File: src/rtl/jedro_1_ifu.sv
// Instruction fetch unit: single-outstanding ROM fetch into a prefetch FIFO
// feeding the decoder, with a one-cycle FLUSH on every redirect.
module jedro_1_ifu #(
   parameter int                    DATA_WIDTH = 32,
   parameter int                    ADDR_WIDTH = 32,
   parameter logic [ADDR_WIDTH-1:0] BOOT_ADDR  = '0,
   parameter int                    FIFO_DEPTH = 4
) (
   input  logic                  clk_i,
   input  logic                  rst_i,
   output logic                  imem_en_o,
   output logic [ADDR_WIDTH-1:0] imem_addr_o,
   input  logic [DATA_WIDTH-1:0] imem_rdata_i,
   input  logic [ADDR_WIDTH-1:0] jmp_addr_i,
   input  logic                  jmp_valid_i,
   output logic [DATA_WIDTH-1:0] dec_instr_o,
   output logic [ADDR_WIDTH-1:0] dec_addr_o,
   output logic                  dec_valid_o,
   input  logic                  dec_ready_i
);

   localparam int PW = $clog2(FIFO_DEPTH);
   localparam int CW = PW + 1;
   localparam logic [CW-1:0] DEPTH = CW'(FIFO_DEPTH);

   typedef enum logic [1:0] {
      RUN   = 2'd0,
      HOLD  = 2'd1,
      FLUSH = 2'd2
   } state_t;

   state_t                state_q;
   logic [ADDR_WIDTH-1:0] pc_q;
   logic                  infl_q;
   logic [ADDR_WIDTH-1:0] infl_addr_q;
   logic [PW-1:0]         rd_ptr_q;
   logic [PW-1:0]         wr_ptr_q;
   logic [CW-1:0]         occ_q;
   logic [DATA_WIDTH-1:0] fifo_instr [FIFO_DEPTH];
   logic [ADDR_WIDTH-1:0] fifo_addr  [FIFO_DEPTH];

   logic          issue;
   logic          push;
   logic          pop;
   logic [CW-1:0] occ_next;
   logic [CW-1:0] level_next;
   logic          unused_jmp_lsb;

   assign unused_jmp_lsb = ^jmp_addr_i[1:0];

   // Decoder handshake: an entry transfers on a cycle where dec_valid_o and
   // dec_ready_i are both high; while valid and not ready the head is held.
   assign dec_valid_o = (occ_q != '0);
   assign dec_instr_o = dec_valid_o ? fifo_instr[rd_ptr_q] : '0;
   assign dec_addr_o  = dec_valid_o ? fifo_addr[rd_ptr_q]  : '0;
   assign imem_en_o   = issue;
   assign imem_addr_o = pc_q;

   // Level counts FIFO entries plus the in-flight slot, so the FIFO can never overflow.
   always_comb begin
      push       = infl_q;
      pop        = dec_valid_o & dec_ready_i;
      occ_next   = occ_q + CW'(push) - CW'(pop);
      issue      = (state_q == RUN) && ((occ_q + CW'(infl_q)) < DEPTH);
      level_next = occ_next + CW'(issue);
   end

   always_ff @(posedge clk_i or posedge rst_i) begin
      if (rst_i) begin
         state_q     <= FLUSH;
         pc_q        <= BOOT_ADDR;
         infl_q      <= 1'b0;
         infl_addr_q <= '0;
         rd_ptr_q    <= '0;
         wr_ptr_q    <= '0;
         occ_q       <= '0;
      end else if (jmp_valid_i) begin
         state_q  <= FLUSH;
         pc_q     <= {jmp_addr_i[ADDR_WIDTH-1:2], 2'b00};
         infl_q   <= 1'b0;
         rd_ptr_q <= wr_ptr_q;
         occ_q    <= '0;
      end else begin
         infl_q <= issue;
         if (issue) begin
            infl_addr_q <= pc_q;
            pc_q        <= pc_q + ADDR_WIDTH'(4);
         end
         if (push) wr_ptr_q <= wr_ptr_q + PW'(1);
         if (pop)  rd_ptr_q <= rd_ptr_q + PW'(1);
         occ_q <= occ_next;
         case (state_q)
            FLUSH:   state_q <= RUN;
            default: state_q <= (level_next >= DEPTH) ? HOLD : RUN;
         endcase
      end
   end

   // Storage needs no reset: occupancy alone decides what is visible.
   always_ff @(posedge clk_i) begin
      if (push && !jmp_valid_i) begin
         fifo_instr[wr_ptr_q] <= imem_rdata_i;
         fifo_addr[wr_ptr_q]  <= infl_addr_q;
      end
   end

endmodule
File: config.mk
export PLATFORM = sky130hd
export DESIGN_NAME = jedro_1_ifu
export DESIGN_NICKNAME = d
export VERILOG_FILES = /design/src/rtl/jedro_1_ifu.sv
export SDC_FILE = /design/constraint.sdc
export NUM_CORES = 1
export LEC_CHECK = 0
export BUFFER_PORTS_ARGS = -buffer_cell sky130_fd_sc_hd__buf_2
export CAP_MARGIN = 40
export CORE_ASPECT_RATIO = 1.1
export CORE_MARGIN = 2
export CORE_UTILIZATION = 62
export DETAILED_ROUTE_END_ITERATION = 8
export PLACE_DENSITY = 0.85
export SLEW_MARGIN = 20
export SYNTH_ARGS = -nofsm -noshare
export SYNTH_HDL_FRONTEND = slang
export SYNTH_SLANG_ARGS = --single-unit
File: constraint.sdc
create_clock -name clk_i -period 4.6 [get_ports clk_i]
set_input_delay 0.69 -clock clk_i [delete_from_list [all_inputs] [get_ports clk_i]]
set_output_delay 0.69 -clock clk_i [all_outputs]
set_load 0.05 [all_outputs]
# Word level (Yosys, flattened, before mapping)
# Memory sizes are Yosys's and may differ from the RTL's.
# Index checks and enable logic that the tools add are counted.
totals:
  reg_bits: 74
  mem_bits_rw: 256
  inputBits: 68
  output_inout_bits: 98
  mem_count: 2
op_classes:
  addsub: 6
  magnitude_cmp: 2
  n_eq_ne: 1
  muxes: 13
  bitwise_logic: 2
  reduce_logical: 9
mem_list:
  columns: ["memory", "words", "width", "read_ports", "rd_clocked_by_memory_dff", "wr", "line_no", "source"]
  rows:
  - ["fifo_addr", 4, 32, 1, 0, 1, "40", "logic [ADDR_WIDTH-1:0] fifo_addr [FIFO_DEPTH];"]
  - ["fifo_instr", 4, 32, 1, 0, 1, "39", "logic [DATA_WIDTH-1:0] fifo_instr [FIFO_DEPTH];"]
op_table:
  columns: ["op", "count"]
  rows:
  - ["32-bit two-way mux", 4]
  - ["32-bit by 3-bit adder with 32-bit output (second input constant)", 1]
  - ["3-bit by 1-bit adder with 3-bit output", 2]
  - ["2-bit two-way mux", 3]
  - ["1-bit two-way mux", 5]
  - ["2-bit by 1-bit adder with 2-bit output (second input constant)", 2]
  - ["2-bit AND reduction", 2]
  - ["2-bit nonzero test", 2]
  - ["3-bit greater-or-equal comparator (second input constant)", 1]
  - ["3-bit < comparator (second input constant)", 1]
  - ["3-bit two-way mux", 1]
  - ["3-bit nonzero test", 1]
  - ["3-bit by 1-bit subtractor with 3-bit output", 1]
  - ["2-bit equality test (second input constant)", 1]
  - ["1-bit logical AND", 2]
  - ["2-bit logical NOT", 1]
  - ["1-bit bitwise AND", 1]
  - ["1-bit logical NOT", 1]
  - ["1-bit NOT", 1]

# Depth between registers and ports, before layout
depth:
  ltp_word: 8
  ltp_mapped: 8
  ltp_nobuf: 8

# Least setup slack after synthesis
# No wires, ideal clock.
synth_timing:
  kind: "input port to flip-flop"
  startpoint: "in jmp_valid_i"
  endpoint: "mem fifo_addr[0][10] (enable)"
  arrival_ns: 2.867
  required_time_ns: 4.174
  slack_ns: 1.306
  stages: 4
  cell_sequence: "clkbuf_1 -> clkbuf_1 -> nor2b_1 -> and2_1"
synth_via:
  elab_chain_cells: 4
synth_lines:
  columns: ["item", "line_no", "source"]
  rows:
  - ["start: declaration", "15", "input logic jmp_valid_i,"]
  - ["1-bit logical NOT", "101", "if (push && !jmp_valid_i) begin"]
  - ["1-bit logical AND", "101", null]
  - ["1-bit two-way mux", "101", null]
  - ["1-bit two-way mux (implied by the code)", "103", "fifo_addr[wr_ptr_q] <= infl_addr_q;"]
  - ["end: declaration", "40", null]
# Every way passes these cells.

# Worst setup path in the final report
layout_timing:
  startpoint: "reg rd_ptr_q[0]"
  endpoint: "out dec_addr_o[16]"
layout_via:
  elab_chain_cells: 2
layout_lines:
  columns: ["item", "line_no", "source"]
  rows:
  - ["start: declaration", "36", "logic [PW-1:0] rd_ptr_q;"]
  - ["start signal: assignment", "81", "rd_ptr_q <= wr_ptr_q;"]
  - ["start signal: assignment", "90", "if (pop) rd_ptr_q <= rd_ptr_q + PW'(1);"]
  - ["memory read 4 x 32 bit", null, null]
  - ["32-bit two-way mux", "55", "assign dec_addr_o = dec_valid_o ? fifo_addr[rd_ptr_q] : '0;"]
  - ["end: declaration", "17", "output logic [ADDR_WIDTH-1:0] dec_addr_o,"]
# Every way passes these cells.

==> impl_results.md <==
- EDFF count, synth: 248
- Quantity of hold-fixing buffers added after cts: 0
- CP Class: reg -> out
- RD Place Congestion: 0.900
- Post-route ant nets: 0
- Syn Area/Cell: 17.6 um2
- Starting Density: 0.631
- CP startpoint kind: register
- Clock Tree Buf Depth: 3
- Synth Cell Area: 13000 um2
- Yosys reg bits: 318
- RSZ-0062 raised after global routing: no
- Hold crit path type: in -> async
- RR Startpoint: infl_q$_DFF_PP0_
- P_leak: 5.49 nW
- CTS tree: built
- CP Data Arrival Time: 2780 ps
- Port Buf Inserts: 159
- Share of post-route cells with drive strength above 1: 0.359
- Worst-margin pin slew: 710 ps
- Number of fill cells: 1205
- Area Overhead vs Synth: 15.7%
- Vert. Die Dim: 156 um
- DRT Wirelength: 24800 um
- Std cell rows: 55
- Antenna violations before repair: 1
- Root buffer cell: clkbuf_16
- Post-CTS resize count: 0
- Buf/Inv on CP: 2
- Setup violators final: 0
- Initial DRC count: 444
- Final worst clock skew: 13.2 ps
- First-pass GRT wire length: 38600 um
- Core area: 20600 um2
- WL per Instance: 21.0 um
- Synthesized instance count: 737
- Final Hold Viols: 0
- Postcts setup bufs: 0
- Die area: 22100 um2
- Vias/cell: 6.04
- Crit path capture type: output pin
- Slew Viols, Final: 0
- Vias in the first global route: 7163
- Largest delay share family, worst path: flip-flops
- Largest stage delay, worst path: 780 ps
- I/O pin cnt: 166
- CTS Buf Count: 29
- Async set or reset register ratio after synthesis: 0.220
- Maximum VDD drop: 0.367 mV
- Yosys cell types: 55
- Worst slew margin: 0.524
- Global-route usage over all layers: 0.227
- Pre-CTS WS: 1600 ps
- Crit path max fanout: 29
- Max-Cap Viols: 0
- Final nets: 977
- Status: finished clean
- Hold WS: 34.4 ps
- Overall Power: 10.2 mW
- Warnings from Yosys: 0
- Worst-Skew Late Latency: 530 ps
- Worst path required time: 3910 ps
- Slowest CP cell: dfrtp_4
- Final WS setup: 1130 ps
- H-tree Lvls: 1
- Register area share after synthesis: 0.708
- Crit-path cells: buf_4 -> mux4_2 -> and2_1 -> buf_2
- HPWL Detailed: 15500 um
- Final Cycle Share: 0.753
- Critical R2R Capture: infl_addr_q[22]$_DFFE_PP0P_
- DRC viols: 0
- DR vias: 7123
- Grt total ovfl: 0
- Main synth FF type: edfxtp_1
- Power Density: 677 nW/um2
- R2r setup slk: 1860 ps
- # clock sinks: 318
- Max frequency: 0.289 GHz
- Setup TNS Final: 0 ps
- Chip width: 142 um
- Cells on worst reg2reg path: 7
- Largest net degree at the start of global routing: 44
- Detailed Routing Iterations Pass 1: 5
- Reg clk slew, reported paths: 60 ps
- Fin crit period: 3470 ps
==> Yosys cell counts, types with 3 or more instances <==
cell / count / area (um2)
a22oi_1: 3 / 22.5
a31oi_1: 11 / 68.8
and2_1: 71 / 444
and3_1: 3 / 18.8
and4_1: 3 / 26.3
and4_2: 3 / 30.0
buf_2: 12 / 60.1
buf_4: 4 / 30.0
buf_6: 3 / 33.8
clkbuf_1: 20 / 75.1
dfrtp_1: 69 / 1730
edfxtp_1: 248 / 7450
ha_1: 9 / 113
inv_1: 10 / 37.5
mux2_2: 30 / 338
mux4_2: 62 / 1400
nand2_1: 25 / 93.8
nand3_1: 16 / 80.1
nand4_1: 13 / 81.3
nor2_1: 21 / 78.8
nor2b_1: 6 / 37.5
nor3_1: 5 / 25.0
o21ai_0: 18 / 90.1
o311ai_0: 3 / 26.3
o31ai_1: 9 / 67.6
or3_1: 4 / 25.0
or4_1: 6 / 45.0
xnor2_1: 6 / 52.6
xor2_1: 8 / 70.1
==> cell families after synthesis <==
logic type / after synthesis / synth area share
flip-flops: 318 / 0.708
adder cells (fa/ha/maj): 9 / 0.00867
XOR/XNOR: 15 / 0.0107
buffers and inverters: 54 / 0.0208
other: 1 / 0.000289
multiplexers: 93 / 0.134
AND/OR/NAND/NOR: 193 / 0.0899
AO/OA/AOI/OAI: 54 / 0.0273
==> state kept, by name, indices dropped and copies added (netlist names) <==
register / flops
fifo_instr: 128
wr_ptr_q: 2
occ_q: 3
infl_q: 1
imem_addr_o: 30
fifo_addr: 120
infl_addr_q: 30
rd_ptr_q: 2
state_q: 2
==> placed cells by master (no fill, tap or decap), types with 8 or more instances in the layout <==
master	n
xor2_1	8
nand4_1	13
nor2_1	20
mux2_2	30
clkinv_1	10
edfxtp_1	248
nand3_1	16
and2_1	67
ha_1	9
o21ai_0	18
o31ai_1	9
clkbuf_16	29
nand2_1	25
inv_1	9
dfrtp_1	67
buf_2	159
a31oi_1	11
mux4_2	62
==> worst max-delay path by stage <==
stage	from	end	slack, ps	cells past startpoint
after floorplan	jmp_valid_i	fifo_addr[0][10]$_DFFE_PP_	1310	4
after CTS	rd_ptr_q[0]$_DFFE_PP0P_	dec_addr_o[10]	1040	4
after global routing	rd_ptr_q[0]$_DFFE_PP0P_	dec_addr_o[26]	920	4
after global placement	rd_ptr_q[0]$_DFFE_PP0P_	dec_addr_o[10]	1610	4
after detailed placement	rd_ptr_q[0]$_DFFE_PP0P_	dec_addr_o[10]	1600	4
final	rd_ptr_q[0]$_DFFE_PP0P_	dec_addr_o[16]	1130	4
==> area by class of cell <==
type | instances | area [um2] | area share
inverter | 11 | 41.3 | 0.00275
sequential | 318 | 9210 | 0.612
antenna | 1 | 2.50 | 0.000166
tap | 256 | 320 | 0.0213
timing repair buffer | 172 | 991 | 0.0659
multi-input combinational | 368 | 3550 | 0.236
clock buffer | 36 | 772 | 0.0513
clock inverter | 17 | 155 | 0.0103
==> per-layer routing <==
metal  global-route usage  vias to the layer above  wire (um)
met5                    0                        -          0
met4               0.0733                        0        595
met1                0.311                     3588      10100
li1                     -                     3210          -
met2                0.375                      286      12400
met3               0.0417                       39       1700
==> worst register-to-register path, stage by stage (launching register included) <==
cell and delay (ps):
dfrtp_1 370, ha_1 200, ha_1 210, xnor2_2 590, nand2_1 320, nor2_2 150, buf_4 370, mux2_2 410
==> report_power, final <==
group / leakage, nW / switching [mW] / internal, mW
combinational: 2.00 / 2.55 / 1.27
clock: 0.446 / 0.973 / 1.35
sequential: 3.05 / 0.411 / 3.62
total: 5.49 / 3.94 / 6.24
==> per-stage QoR <==
step           utilization  instances  instance area [um2]
6_report             0.731       1179                15000
2_1_floorplan            -        740                13000
3_3_place_gp         0.679       1119                14000
4_1_cts              0.730       1177                15000
3_5_place_dp         0.685       1124                14100
5_1_grt              0.731       1178                15000
Note: power is estimated with default switching activity, not from simulation.
